===== config.mk =====
export PLATFORM = sky130hd
export DESIGN_NAME = sprite_layer_renderer
export DESIGN_NICKNAME = d
export VERILOG_FILES = /design/src/rtl/sprite_pkg.sv /design/src/rtl/sprite_channel.sv /design/src/rtl/sprite_layer_renderer.sv
export SDC_FILE = /design/constraint.sdc
export NUM_CORES = 1
export LEC_CHECK = 0
export ABC_AREA = 1
export ABC_CLOCK_PERIOD_IN_PS = 6000
export BUFFER_PORTS_ARGS = -buffer_cell sky130_fd_sc_hd__buf_2
export CAP_MARGIN = 20
export CELL_PAD_IN_SITES_DETAIL_PLACEMENT = 0
export CELL_PAD_IN_SITES_GLOBAL_PLACEMENT = 1
export CORE_UTILIZATION = 39
export DETAILED_ROUTE_END_ITERATION = 6
export GPL_TIMING_DRIVEN = 0
export PLACE_DENSITY = 0.87
export RECOVER_POWER = 50
export SLEW_MARGIN = 20
export SYNTH_ARGS = -nofsm -noshare
export SYNTH_HDL_FRONTEND = slang
export SYNTH_SLANG_ARGS = --single-unit

===== constraint.sdc =====
create_clock -name vga_clk -period 6 [get_ports vga_clk]
set_input_delay 0.9 -clock vga_clk [delete_from_list [all_inputs] [get_ports vga_clk]]
set_output_delay 0.9 -clock vga_clk [all_outputs]
set_load 0.02 [all_outputs]

===== src/rtl/sprite_pkg.sv =====
// Shared types and constants for the sprite compositing layer.
package sprite_pkg;

    localparam int SPR_COORD_W             = 10;
    localparam int TRANSPARENT_IDX_DEFAULT = 0;

    typedef struct packed {
        logic [SPR_COORD_W-1:0] x;
        logic [SPR_COORD_W-1:0] y;
        logic                   en;
        logic                   flip;
        logic                   anim_en;
    } sprite_attr_t;

    function automatic int clog2_min1(input int n);
        return (n > 1) ? $clog2(n) : 1;
    endfunction

endpackage


===== src/rtl/sprite_channel.sv =====
// One sprite channel: stage-1 hit test and ROM address generation, plus its animation counter.
module sprite_channel
    import sprite_pkg::*;
#(
    parameter int SPR_W      = 50,
    parameter int SPR_H      = 50,
    parameter int NUM_FRAMES = 4,
    parameter int ANIM_DIV   = 8,
    parameter int ADDR_W     = 14
) (
    input  logic                   vga_clk,
    input  logic                   reset,
    input  logic [SPR_COORD_W-1:0] draw_x,
    input  logic [SPR_COORD_W-1:0] draw_y,
    input  logic                   frame_tick,
    input  sprite_attr_t           attr,
    output logic [ADDR_W-1:0]      rom_addr,
    output logic                   hit_q
);

    localparam int FRM_W  = clog2_min1(NUM_FRAMES);
    localparam int DIV_W  = clog2_min1(ANIM_DIV);
    // Two extra bits keep the offset from the sprite's top-left corner signed and overflow-free.
    localparam int CALC_W = SPR_COORD_W + 2;

    logic [DIV_W-1:0]  div_cnt;
    logic [FRM_W-1:0]  frame;
    logic [CALC_W-1:0] col;
    logic [CALC_W-1:0] row;
    logic [CALC_W-1:0] col_fx;
    logic              hit;
    logic [ADDR_W-1:0] addr;

    always_comb begin
        col    = CALC_W'(draw_x) - CALC_W'(attr.x) + CALC_W'(SPR_W / 2);
        row    = CALC_W'(draw_y) - CALC_W'(attr.y) + CALC_W'(SPR_H / 2);
        hit    = attr.en && !col[CALC_W-1] && (col < CALC_W'(SPR_W))
                         && !row[CALC_W-1] && (row < CALC_W'(SPR_H));
        col_fx = attr.flip ? (CALC_W'(SPR_W - 1) - col) : col;
        addr   = ADDR_W'(frame) * ADDR_W'(SPR_W * SPR_H)
               + ADDR_W'(row) * ADDR_W'(SPR_W)
               + ADDR_W'(col_fx);
    end

    always_ff @(posedge vga_clk) begin
        if (reset) begin
            rom_addr <= '0;
            hit_q    <= 1'b0;
        end else begin
            rom_addr <= hit ? addr : '0;
            hit_q    <= hit;
        end
    end

    // Disabling animation snaps straight back to frame 0, even if a tick arrives in the same cycle.
    always_ff @(posedge vga_clk) begin
        if (reset || !attr.anim_en) begin
            div_cnt <= '0;
            frame   <= '0;
        end else if (frame_tick) begin
            if (div_cnt == DIV_W'(ANIM_DIV - 1)) begin
                div_cnt <= '0;
                frame   <= (frame == FRM_W'(NUM_FRAMES - 1)) ? '0 : frame + 1'b1;
            end else begin
                div_cnt <= div_cnt + 1'b1;
            end
        end
    end

endmodule


===== src/rtl/sprite_layer_renderer.sv =====
// Composites NUM_SPRITES sprite channels into one palette-index pixel stream, 3-cycle latency.
module sprite_layer_renderer
    import sprite_pkg::*;
#(
    parameter int NUM_SPRITES     = 4,
    parameter int SPR_W           = 50,
    parameter int SPR_H           = 50,
    parameter int NUM_FRAMES      = 4,
    parameter int IDX_W           = 3,
    parameter int ANIM_DIV        = 8,
    parameter int TRANSPARENT_IDX = TRANSPARENT_IDX_DEFAULT,
    localparam int ADDR_W         = $clog2(SPR_W * SPR_H * NUM_FRAMES),
    localparam int SID_W          = clog2_min1(NUM_SPRITES)
) (
    input  logic                          vga_clk,
    input  logic                          reset,
    input  logic [9:0]                    draw_x,
    input  logic [9:0]                    draw_y,
    input  logic                          blank,
    input  logic                          frame_tick,
    input  logic [NUM_SPRITES*10-1:0]     spr_x,
    input  logic [NUM_SPRITES*10-1:0]     spr_y,
    input  logic [NUM_SPRITES-1:0]        spr_en,
    input  logic [NUM_SPRITES-1:0]        spr_flip,
    input  logic [NUM_SPRITES-1:0]        spr_anim_en,
    output logic [NUM_SPRITES*ADDR_W-1:0] rom_addr,
    input  logic [NUM_SPRITES*IDX_W-1:0]  rom_q,
    output logic                          pix_valid,
    output logic [IDX_W-1:0]              pix_idx,
    output logic [SID_W-1:0]              pix_sprite
);

    logic [NUM_SPRITES-1:0] hit_d1;
    logic [NUM_SPRITES-1:0] hit_d2;
    logic                   blank_d1;
    logic                   blank_d2;
    logic                   win_valid;
    logic [IDX_W-1:0]       win_idx;
    logic [SID_W-1:0]       win_sel;

    for (genvar i = 0; i < NUM_SPRITES; i++) begin : g_chan
        sprite_attr_t attr;

        assign attr = {spr_x[10*i +: 10], spr_y[10*i +: 10], spr_en[i], spr_flip[i], spr_anim_en[i]};

        sprite_channel #(
            .SPR_W      (SPR_W),
            .SPR_H      (SPR_H),
            .NUM_FRAMES (NUM_FRAMES),
            .ANIM_DIV   (ANIM_DIV),
            .ADDR_W     (ADDR_W)
        ) u_chan (
            .vga_clk    (vga_clk),
            .reset      (reset),
            .draw_x     (draw_x),
            .draw_y     (draw_y),
            .frame_tick (frame_tick),
            .attr       (attr),
            .rom_addr   (rom_addr[ADDR_W*i +: ADDR_W]),
            .hit_q      (hit_d1[i])
        );
    end

    // Hit and blank ride alongside the ROM read so they line up with rom_q.
    always_ff @(posedge vga_clk) begin
        if (reset) begin
            blank_d1 <= 1'b0;
            blank_d2 <= 1'b0;
            hit_d2   <= '0;
        end else begin
            blank_d1 <= blank;
            blank_d2 <= blank_d1;
            hit_d2   <= hit_d1;
        end
    end

    // Scanning from the highest channel down lets the lowest opaque channel win.
    always_comb begin
        win_valid = 1'b0;
        win_idx   = '0;
        win_sel   = '0;
        for (int i = NUM_SPRITES - 1; i >= 0; i--) begin
            if (hit_d2[i] && blank_d2 && (rom_q[IDX_W*i +: IDX_W] != IDX_W'(TRANSPARENT_IDX))) begin
                win_valid = 1'b1;
                win_idx   = rom_q[IDX_W*i +: IDX_W];
                win_sel   = SID_W'(i);
            end
        end
    end

    always_ff @(posedge vga_clk) begin
        if (reset) begin
            pix_valid  <= 1'b0;
            pix_idx    <= '0;
            pix_sprite <= '0;
        end else begin
            pix_valid  <= win_valid;
            pix_idx    <= win_idx;
            pix_sprite <= win_sel;
        end
    end

endmodule

==> results of run 1 <==
## synth_stat cells, types with 2 or more instances
cell	number
nand2_1	610
nand3_1	180
ha_1	296
and2_1	2
nand4_1	27
nor2_2	29
a21oi_2	7
a31oi_1	11
a21boi_0	2
o21bai_1	9
nand2_2	26
a21oi_1	140
dfxtp_1	92
a21o_1	4
clkinv_1	2
nor2_1	173
clkbuf_1	6
xor2_1	81
fa_1	72
nor2_4	8
inv_2	4
nand3b_1	20
buf_6	3
o221ai_1	2
o21ai_0	56
o21ai_1	2
or2_2	17
nand2_4	5
and3_1	5
inv_1	543
o211ai_1	6
o31ai_1	4
xnor2_1	56
nand3_2	10
a211oi_1	3
nor3_1	31
## what timing repair did
action / 4_1_cts / 5_1_grt
resized for setup: 107 / 205
gates cloned: 0 / 0
endpoints found under the setup margin: 15 / 18
setup buffers: 31 / 48
pin swaps: 68 / 139
## cell type report
| class | count | area [sq um] |
|---|---|---|
| fill | 4185 | 21300 |
| multi-input combinational | 1902 | 14500 |
| inverter | 549 | 2080 |
| sequential | 92 | 1840 |
| timing repair buffer | 265 | 1490 |
| tap | 539 | 674 |
| clock buffer | 9 | 225 |
| clock inverter | 7 | 88.8 |
| buffer | 9 | 56.3 |
| antenna | 1 | 2.50 |
## cell families after synthesis
logic type,after synthesis,synth area share (%)
AO/OA/AOI/OAI,249,8.19
XOR/XNOR,138,7.25
adder cells (fa/ha/maj),368,30.7
buffers and inverters,558,12.6
flip-flops,92,11.0
AND/OR/NAND/NOR,1147,30.3
## cell usage in the layout (no fill, tap or decap), types with 6 or more instances in the layout
master     Yosys  routed
fa_1          72      66
o21bai_1       9       7
fa_2           0       6
xnor2_1       56      49
nand2_1      610     561
nand3_1      180     166
buf_6          3       8
buf_4          0      74
xor2_2         1      10
buf_2          0     120
nor2_1       173     159
or2_4          0       6
a21oi_2        7      27
clkbuf_1       6      69
or2_2         17      11
nand4_1       27      27
nand2_4        5      21
a31oi_1       11      11
nand3_2       10      20
nor2_4         8      13
inv_2          4      40
nor3_1        31      26
ha_2           0       9
dfxtp_1       92      92
xor2_1        81      69
o21ai_1        2       8
clkbuf_16      0       9
nand2_2       26      59
o21ai_0       56      48
a21oi_1      140     115
nand3b_1      20      20
o211ai_1       6       6
ha_4           0      64
nor2_2        29      38
inv_1        543     502
ha_1         296     223
## worst paths after layout
| path | slack (ns) | endpoint | cells past startpoint | start |
|---|---|---|---|---|
| hold / removal | 0.40 | hit_d2[2] | 2 | g_chan[2].u_chan.hit_q |
| setup / recovery | 0.01 | g_chan[2].u_chan.rom_addr[13] | 32 | draw_y[0] |
| setup reg to reg | 2.66 | g_chan[3].u_chan.rom_addr[10] | 13 | g_chan[3].u_chan.frame[0] |
| hold reg to reg | 0.40 | hit_d2[2] | 2 | g_chan[2].u_chan.hit_q |
## stage by stage
step / setup WS, ns / area [sq um] / util (%)
finish: 0.0142 / 21000 / 49.6
CTS: -0.00912 / 19600 / 46.5
global placement: -0.860 / 18500 / 43.9
floorplan: -0.00707 / 16900 / -
detailed placement: -0.898 / 18500 / 43.9
global route: -0.209 / 21000 / 49.6
## sequential cells by signal, indices dropped and copies added (netlist names)
signal	flops
pix_valid	1
pix_sprite	2
g_chan.u_chan.hit_q	4
blank_d1	1
g_chan.u_chan.rom_addr	56
pix_idx	3
blank_d2	1
g_chan.u_chan.frame	8
g_chan.u_chan.div_cnt	12
hit_d2	4
## routing by layer
metal  part of all wire [%]  global-route usage [%]
met5                   0.17                       0
met4                    3.4                    8.16
met3                    4.4                    4.06
met2                     47                    37.6
met1                     45                    26.7
## critical path: cells and delay by family
family | cells | cell delay [ns]
compound gates | 4 | 0.51
simple gates | 9 | 1.03
buf+inv | 8 | 0.60
fa+ha+maj | 8 | 2.68
xor+xnor | 3 | 0.58
==> out/qor.yml, run 1 <==
sta:
  report.final.hold_viol_count: 0
  tns_ns: 0
  rsz0062_at_grt: "true"
  fin_crit_ns: 5.99
  max-slew-margin-rel_pct: 40.7
  worstMarginPinSlew_ns: 0.879
  final-setup-viol-count: 0
  skew_ns: 0.0130
  slew_viol_final: 0
  fmax_mhz: 167
  fin_crit_sh_pct: 99.8
  timing.hold.ws_ns: 0.403
clock_tree:
  clkTransAtPathRegs_ns: 0.08
  clock_path_buffers: 2
  cts_sinks: 92
  cts-root-buf: "clkbuf_16"
  cts_hold_buffers: 0
  clk-insertion-delay-late_ns: 0.40
  htree_levels: 3
  cts_tree: "built"
  cts_buffers: 9
synthesis:
  synth_cell_types: 44
  syn_nets: 3048
  syn_area_per_cell_sq_um: 6.57
  synth_area_leaders: "ha_1 22%, nand2_1 14%, inv_1 12%, dfxtp_1 11%, fa_1 8.6%"
  synth_top_area_cell: "ha_1"
  ys_warn_count: 0
  synth_seq_cells: 92
  synthesis.area_sq_um: 16800
  synth_edf_count: 0
  synth.top_cell.area_share_pct: 22.1
  ys_async_sr_fraction_pct: 0
  synthCells: 2552
  ys_seq_area_share_pct: 11.0
  ys.flop_type: "dfxtp_1"
job:
  cap_violations: 0
cells_and_area:
  final_layout_size_suffix_gt1_share_pct: 20.6
  layout.nets: 3324
  syn_to_final_growth_pct: 24.9
  fin_cells: 3373
floorplan:
  design.core.area_sq_um: 42200
  num_rows: 75
  dieArea_sq_um: 43900
  die_width_um: 209
  fp.dieH_um: 209
  start_util_pct: 39.7
  ios: 190
global_routing:
  grt_start_max_net_pins: 21
  grt_pass1_wl_um: 75900
  antenna_found_initial: 8
  grt-ovfl-total: 0
  grt_pass1_vias: 15900
  grt_util_all_layers_pct: 21.7
setup_path:
  critical_path_class: "in2reg"
  critical_path.most_common_cell: "ha_4"
  end_kind: "register"
  crit_path_max_incr_delay_ns: 0.56
  cpMaxStageDelayCell: "fa_1"
  startpoint_type: "input port"
  arrival_ns: 6.32
  cp_max_fo: 4
  required_ns: 6.34
route:
  viasPerCell: 4.90
  num_vias: 16500
  dr.pass1.iters: 5
  ant_nets: 0
  post_drt_wl_per_cell_um: 14.6
  totalWireLength_um: 49300
  drc: 0
  drt_iter0_markers: 750
placement:
  place_hpwl_um: 39000
  port_buffers: 186
  dp.cells: 3277
  gp_congestion: 0.898
outcome:
  status: "completed"
worst_hold_path:
  worst_hold_path_type: "reg2reg"
Power of run 1 is not shown: default switching activity piles up to over one toggle a cycle in this logic, so the estimate is an artifact.
==> inputs of run 2 (changes only) <==
--- a/config.mk
+++ b/config.mk
@@ -11,6 +11,7 @@
 export CAP_MARGIN = 20
 export CELL_PAD_IN_SITES_DETAIL_PLACEMENT = 0
 export CELL_PAD_IN_SITES_GLOBAL_PLACEMENT = 1
+export CORE_MARGIN = 5
 export CORE_UTILIZATION = 39
 export DETAILED_ROUTE_END_ITERATION = 6
 export GPL_TIMING_DRIVEN = 0
==> run 2 against run 1 <==
Compared with the run above: die area rose by 7.8%; non-clock buffer count grew 21; register-to-register slack improved by 0.22 ns; design area increased by 2.1%; via count grew 0.28%; maximum frequency rose by 0.22%.
==> out/qor.yml, run 2 (synthesis results as in run 1) <==
global_routing:
  grt_pass1_vias: 16200  # was 15900
  grt_util_all_layers_pct: 20.0  # was 21.7%
  antenna_found_initial: 11  # was 8
  grt_pass1_wl_um: 77000  # was 75900 um
  grt_start_max_net_pins: 19  # was 21
  grt-ovfl-total: 0  # unchanged
sta:
  skew_ns: 0.0111  # was 0.0130 ns
  worst_slack_ns: 0.0274  # was 0.0142 ns
  max-slew-margin-rel_pct: 39.5  # was 40.7%
  fin_crit_sh_pct: 99.5  # was 99.8%
  report.final.hold_viol_count: 0  # unchanged
  fmax_mhz: 167  # about the same
  rsz0062_at_grt: "true"  # unchanged
  slew_viol_final: 0  # unchanged
  fin_crit_ns: 5.97  # was 5.99 ns
  final-setup-viol-count: 0  # unchanged
  worstMarginPinSlew_ns: 0.896  # was 0.879 ns
setup_path:
  startpoint_type: "input port"  # unchanged
  arrival_ns: 6.26  # was 6.32 ns
  critical_path.most_common_cell: "ha_4"  # unchanged
  cp_max_fo: 5  # was 4
  required_ns: 6.29  # was 6.34 ns
  worstReg2RegStart: "g_chan[3].u_chan.frame[0]"  # unchanged
  cpMaxStageDelayCell: "fa_2"  # was fa_1
  cp-startpoint: "draw_y[1]"  # was draw_y[0]
  reg2reg_depth: 13  # unchanged
  end_kind: "register"  # unchanged
  critical_path_class: "in2reg"  # unchanged
  crit_path_max_incr_delay_ns: 0.66  # was 0.56 ns
cells_and_area:
  reg.largest.list: "g_chan.u_chan.rom_addr: 56 flops, g_chan.u_chan.div_cnt: 12 flops, g_chan.u_chan.frame: 8 flops"  # unchanged
  layout.nets: 3345  # was 3324
  layout_common_cells: "553 x nand2_1, 492 x inv_1, 217 x ha_1, 160 x nand3_1, 154 x nor2_1"  # was 561 x nand2_1, 502 x inv_1, 223 x ha_1, 166 x nand3_1, 159 x nor2_1
  final_layout_size_suffix_gt1_share_pct: 22.9  # was 20.6%
  top_register: "g_chan.u_chan.rom_addr"  # unchanged
  utilization_pct: 50.0  # was 49.6%
  final_common_cell: "nand2_1"  # unchanged
  syn_to_final_growth_pct: 27.5  # was 24.9%
  fillers: 4175  # was 4185
  largest_reg_flops: 56  # unchanged
route:
  num_vias: 16600  # was 16500
  drc: 0  # unchanged
  drt_iter0_markers: 652  # was 750
  post_drt_wl_per_cell_um: 14.5  # was 14.6 um
  dr.pass1.iters: 5  # unchanged
  ant_nets: 0  # unchanged
  totalWireLength_um: 49500  # was 49300 um
  viasPerCell: 4.87  # was 4.90
floorplan:
  ios: 190  # unchanged
  num_rows: 76  # was 75
  start_util_pct: 39.2  # was 39.7%
  die_width_um: 217  # was 209 um
  design.core.area_sq_um: 42800  # was 42200 sq um
  dieArea_sq_um: 47300  # was 43900 sq um
  fp.dieH_um: 217  # was 209 um
worst_hold_path:
  holdCritStartpoint: "blank_d1"  # was g_chan[2].u_chan.hit_q
  whs_path_depth: 2  # unchanged
  worst_hold_path_type: "reg2reg"  # unchanged
clock_tree:
  cts_buffers: 9  # unchanged
  clock_path_buffers: 2  # unchanged
  cts_sinks: 92  # unchanged
  cts-root-buf: "clkbuf_16"  # unchanged
  htree_levels: 3  # unchanged
  clkTransAtPathRegs_ns: 0.07  # was 0.08 ns
  clk-insertion-delay-late_ns: 0.40  # about the same
  cts_tree: "built"  # unchanged
placement:
  gp_congestion: 0.917  # was 0.898
  preCtsSetupSlack_ns: -0.898  # about the same
  port_buffers: 186  # unchanged
  place_hpwl_um: 39500  # was 39000 um
outcome:
  status: "completed"  # unchanged
job:
  cap_violations: 0  # unchanged
## run 2: per-stage QoR
step	std cells	hold WS (ns)	cell area (sq um)	setup TNS (ns)
2_1_floorplan	2552	0.388	16900	-0.00707
3_3_place_gp	3284	0.400	18500	-9.75
3_5_place_dp	3284	0.397	18500	-10.75
4_1_cts	3354	0.408	19900	0
5_1_grt	3401	0.417	21400	-0.713
6_report	3403	0.405	21400	0
## run 2: layout make-up
class / count / area (sq um) / share of cell area, %
Antenna cell: 3 / 7.51 / 0.0351
Buffer: 9 / 56.3 / 0.263
Clock buffer: 9 / 225 / 1.05
Clock inverter: 7 / 71.3 / 0.333
Inverter: 549 / 2100 / 9.79
Multi-Input combinational cell: 1902 / 14800 / 69.0
Sequential cell: 92 / 1840 / 8.61
Tap cell: 546 / 683 / 3.19
Timing Repair Buffer: 286 / 1660 / 7.76
## run 2: repair_timing
item,in CTS,in global routing
setup endpoints to repair,14,16
resized for setup,133,235
buffers inserted,54,46
hold buffers,0,0
pin swaps,96,198
## run 2: worst paths after layout
kind | to | slack, ns
min | blank_d2 | 0.41
max reg2reg | g_chan[3].u_chan.rom_addr[10] | 2.88
min reg2reg | blank_d2 | 0.41
max | g_chan[0].u_chan.rom_addr[12] | 0.03
## run 2: metal layers
layer | track usage, % | vias to the layer above | part of all wire [%]
li1 | - | 8600 | -
met1 | 24.1 | 7585 | 42
met2 | 35.4 | 283 | 49
met3 | 4.10 | 88 | 5.3
met4 | 6.93 | 14 | 3.0
met5 | 0 | - | 0.16
## run 2: critical path: cells and delay by family
family	cells	cell delay, ns
AO/OA/AOI/OAI	3	0.55
XOR/XNOR	1	0.18
adder cells (fa/ha/maj)	8	2.67
buffers and inverters	7	0.63
AND/OR/NAND/NOR	11	1.30
Power of run 2 is left out for the same reason.
==> inputs of run 3 (changes only) <==
--- a/config.mk
+++ b/config.mk
@@ -5,19 +5,19 @@
 export SDC_FILE = /design/constraint.sdc
 export NUM_CORES = 1
 export LEC_CHECK = 0
-export ABC_AREA = 1
 export ABC_CLOCK_PERIOD_IN_PS = 6000
 export BUFFER_PORTS_ARGS = -buffer_cell sky130_fd_sc_hd__buf_2
 export CAP_MARGIN = 20
 export CELL_PAD_IN_SITES_DETAIL_PLACEMENT = 0
 export CELL_PAD_IN_SITES_GLOBAL_PLACEMENT = 1
 export CORE_MARGIN = 5
-export CORE_UTILIZATION = 39
+export CORE_UTILIZATION = 42
 export DETAILED_ROUTE_END_ITERATION = 6
 export GPL_TIMING_DRIVEN = 0
-export PLACE_DENSITY = 0.87
+export PLACE_DENSITY = 0.85
 export RECOVER_POWER = 50
 export SLEW_MARGIN = 20
 export SYNTH_ARGS = -nofsm -noshare
 export SYNTH_HDL_FRONTEND = slang
+export SYNTH_HIERARCHICAL = 1
 export SYNTH_SLANG_ARGS = --single-unit
==> run 3 against run 2 <==
Compared with the run above: the run now ends with negative setup slack left; synthesized cell count shrank 19%; clock skew grew 0.0021 ns; flip-flop and latch count is the same; routed wire length shrank 9.5%; final cell count shrank 17%; first-iteration DRC count grew 0.46%; critical path depth shrank 5; die area shrank 6.8%.
==> out/qor.yml, run 3 <==
clock_tree:
  cts_sinks: 92  # unchanged
  clock_path_buffers: 2  # unchanged
  cts_buffers: 9  # unchanged
  cts_tree: "built"  # unchanged
  clk-insertion-delay-late_ns: 0.39  # was 0.40 ns
  cts-root-buf: "clkbuf_16"  # unchanged
  htree_levels: 3  # unchanged
  clkTransAtPathRegs_ns: 0.06  # was 0.07 ns
setup_path:
  worstReg2RegStart: "g_chan[1].u_chan/frame[1]"  # was g_chan[3].u_chan.frame[0]
  arrival_ns: 6.30  # was 6.26 ns
  end_kind: "register"  # unchanged
  cp_max_fo: 6  # was 5
  ff2ff_setup_slack_ns: 2.57  # was 2.88 ns
  cp-startpoint: "draw_y[2]"  # was draw_y[1]
  required_ns: 6.27  # was 6.29 ns
  startpoint_type: "input port"  # unchanged
  r2r_end: "g_chan[1].u_chan/rom_addr[13]"  # was g_chan[3].u_chan.rom_addr[10]
  critical_path_class: "in2reg"  # unchanged
  reg2reg_depth: 13  # unchanged
  cp-endpoint: "g_chan[0].u_chan/rom_addr[13]"  # was g_chan[0].u_chan.rom_addr[12]
route:
  ant_nets: 0  # unchanged
  drc: 0  # unchanged
  viasPerCell: 5.20  # was 4.87
  dr.pass1.iters: 5  # unchanged
  drt_iter0_markers: 655  # was 652
  post_drt_wl_per_cell_um: 15.8  # was 14.5 um
  totalWireLength_um: 44800  # was 49500 um
  num_vias: 14700  # was 16600
floorplan:
  dieArea_sq_um: 44100  # was 47300 sq um
  die_width_um: 210  # was 217 um
  num_rows: 73  # was 76
  ios: 190  # unchanged
  fp.dieH_um: 210  # was 217 um
  design.core.area_sq_um: 39600  # was 42800 sq um
  start_util_pct: 42.4  # was 39.2%
synthesis:
  syn_area_per_cell_sq_um: 8.15  # was 6.57 sq um
  synth_fa_ha_area_share_pct: 30.3  # was 30.7%
  ys_warn_count: 6  # was 0
  synth_seq_cells: 92  # unchanged
  synthesis.area_sq_um: 16800  # about the same
  synth_cell_types: 121  # was 44
  ys.flop_type: "dfxtp_1"  # unchanged
  synthCells: 2061  # was 2552
  synth_top_area_cell: "ha_1"  # unchanged
  syn_nets: 2553  # was 3048
  synth_simple_gate_area_share_pct: 18.5  # was 30.3%
  synth_edf_count: 0  # unchanged
  synth.most_common_cell: "inv_1"  # was nand2_1
  ys_seq_area_share_pct: 11.0  # about the same
  yosys.area_share.xor_xnor_pct: 12.6  # was 7.25%
  synth.top_cell.area_share_pct: 21.8  # was 22.1%
  synth_compound_area_share_pct: 18.1  # was 8.19%
  synth_mux_area_share_pct: 1.11  # was 0%
  synth_area_leaders: "ha_1 22%, dfxtp_1 11%, fa_1 8.6%, inv_1 7.7%, xnor2_1 7.6%"  # was ha_1 22%, nand2_1 14%, inv_1 12%, dfxtp_1 11%, fa_1 8.6%
  synthTopCellsByCount: "343 x inv_1, 292 x ha_1, 145 x xnor2_1"  # was 610 x nand2_1, 543 x inv_1, 296 x ha_1
  ys_async_sr_fraction_pct: 0  # unchanged
  synth_top_family_by_area: "adder cells"  # unchanged
sta:
  max-slew-margin-rel_pct: 14.1  # was 39.5%
  tns_ns: -0.0498  # was 0 ns
  report.final.hold_viol_count: 0  # unchanged
  rsz0062_at_grt: "true"  # unchanged
  fmax_mhz: 166  # was 167 MHz
  slew_viol_final: 0  # unchanged
  worst_slack_ns: -0.0305  # was 0.0274 ns
  fin_crit_ns: 6.03  # was 5.97 ns
  worstMarginPinSlew_ns: 1.29  # was 0.896 ns
  final-setup-viol-count: 2  # was 0
  fin_crit_sh_pct: 101  # was 99.5%
  skew_ns: 0.0131  # was 0.0111 ns
cells_and_area:
  reg.largest.list: "g_chan.u_chan/rom_addr: 56 flops, g_chan.u_chan/div_cnt: 12 flops, g_chan.u_chan/frame: 8 flops"  # was g_chan.u_chan.rom_addr: 56 flops, g_chan.u_chan.div_cnt: 12 flops, g_chan.u_chan.frame: 8 flops
  layout_common_cells: "317 x inv_1, 258 x ha_1, 145 x buf_2, 126 x xnor2_1, 119 x nor2_1"  # was 553 x nand2_1, 492 x inv_1, 217 x ha_1, 160 x nand3_1, 154 x nor2_1
  multiInputGateArea_sq_um: 14400  # was 14800 sq um
  largest_reg_flops: 56  # unchanged
  final_common_cell: "inv_1"  # was nand2_1
  final_layout_size_suffix_gt1_share_pct: 19.5  # was 22.9%
  final_cell_area_sq_um: 19800  # was 21400 sq um
  top_register: "g_chan.u_chan/rom_addr"  # was g_chan.u_chan.rom_addr
  fillers: 3919  # was 4175
  layout.nets: 2788  # was 3345
  syn_to_final_growth_pct: 17.9  # was 27.5%
  regArea_sq_um: 1840  # unchanged
placement:
  place_hpwl_um: 36700  # was 39500 um
  port_buffers: 187  # was 186
  gp_congestion: 0.894  # was 0.917
  placed_area_sq_um: 18700  # was 18500 sq um
  preCtsSetupSlack_ns: -0.873  # was -0.898 ns
global_routing:
  antenna_found_initial: 1  # was 11
  grt_start_max_net_pins: 21  # was 19
  grt_util_all_layers_pct: 20.0  # about the same
  grt_pass1_vias: 14800  # was 16200
  grt_pass1_wl_um: 72400  # was 77000 um
  grt-ovfl-total: 0  # unchanged
worst_hold_path:
  worst_hold_path_type: "reg2reg"  # unchanged
job:
  cap_violations: 0  # unchanged
outcome:
  violations: "negative setup slack"
  status: "finished, violations left"  # was completed
run 3: cell count changes after synthesis, sizes merged, moves of 31 or more:
cell	before	now
nor2	210	135
nand2	641	101
nand2b	0	45
nand3	190	37
a21o	4	37
xnor2	56	152
a21oi	147	116
nor2b	0	45
inv	547	343
o21ai	58	91
run 3: layout make-up:
type                    count  area share, %
plain buffers              18          0.594
clock inverters             4          0.171
repair buffers            224           5.98
inverters                 343           6.54
diodes                      2         0.0253
multi-input cells        1608           72.8
well taps                 525           3.32
clock buffers              11           1.23
flip-flops and latches     92           9.30
run 3: worst min path at each step:
stage | from | endpoint | slack, ns | cells after the start
finish | g_chan[0].u_chan/hit_q | hit_d2[0] | 0.44 | 1
global route | blank_d1 | blank_d2 | 0.46 | 1
CTS | g_chan[0].u_chan/hit_q | hit_d2[0] | 0.45 | 1
detailed placement | g_chan[0].u_chan/hit_q | hit_d2[0] | 0.43 | 1
global placement | g_chan[0].u_chan/hit_q | hit_d2[0] | 0.42 | 1
floorplan | blank_d1 | blank_d2 | 0.41 | 1
run 3: through the flow:
step,hold slack [ns],std cells,util (%)
3_5_place_dp,0.431,2773,47.1
4_1_cts,0.447,2805,48.8
2_1_floorplan,0.414,2061,-
5_1_grt,0.463,2826,49.9
6_report,0.438,2827,49.9
3_3_place_gp,0.419,2773,47.1
run 3: critical path: stages:
cell and delay (ns):
buf_2 0.18, ha_1 0.44, nor2b_1 0.18, o21ai_1 0.19
nand2b_1 0.15, xor2_1 0.21, o311a_1 0.47, nor2_4 0.17
ha_1 0.25, ha_1 0.28, inv_1 0.05, fa_1 0.54
inv_1 0.04, ha_1 0.31, a21oi_2 0.21, xnor2_2 0.08
fa_1 0.51, inv_2 0.05, ha_4 0.24, and3_4 0.16
a21oi_2 0.10, o21ai_2 0.08, o41ai_2 0.27, xnor2_1 0.18
nor2_2 0.06
run 3: per-layer routing:
metal	global-route usage (%)	vias up	wire length (um)
met3	2.81	49	1280
met2	34.6	227	21800
met1	26.0	6889	20800
met5	0	-	0
li1	-	7524	-
met4	5.72	0	975
run 3: cells by family (layout without fill, tap and decap cells):
kind of cell / Yosys count / in the layout
buffers and inverters: 361 / 600
and+or+nand+nor: 565 / 565
other: 0 / 2
adders and majority gates: 364 / 364
xor gates and xnor gates: 232 / 232
muxes: 18 / 18
DFF: 92 / 92
AOI/OAI and AO/OA: 429 / 429
run 3: timing repair:
| item | CTS | global route |
|---|---|---|
| hold buffers | 0 | 0 |
| cloned | 0 | 0 |
| buffers inserted | 17 | 20 |
| resized for setup | 51 | 76 |
| setup endpoints to repair | 14 | 14 |
| pin swaps | 46 | 57 |
Power of run 3 is left out for the same reason.
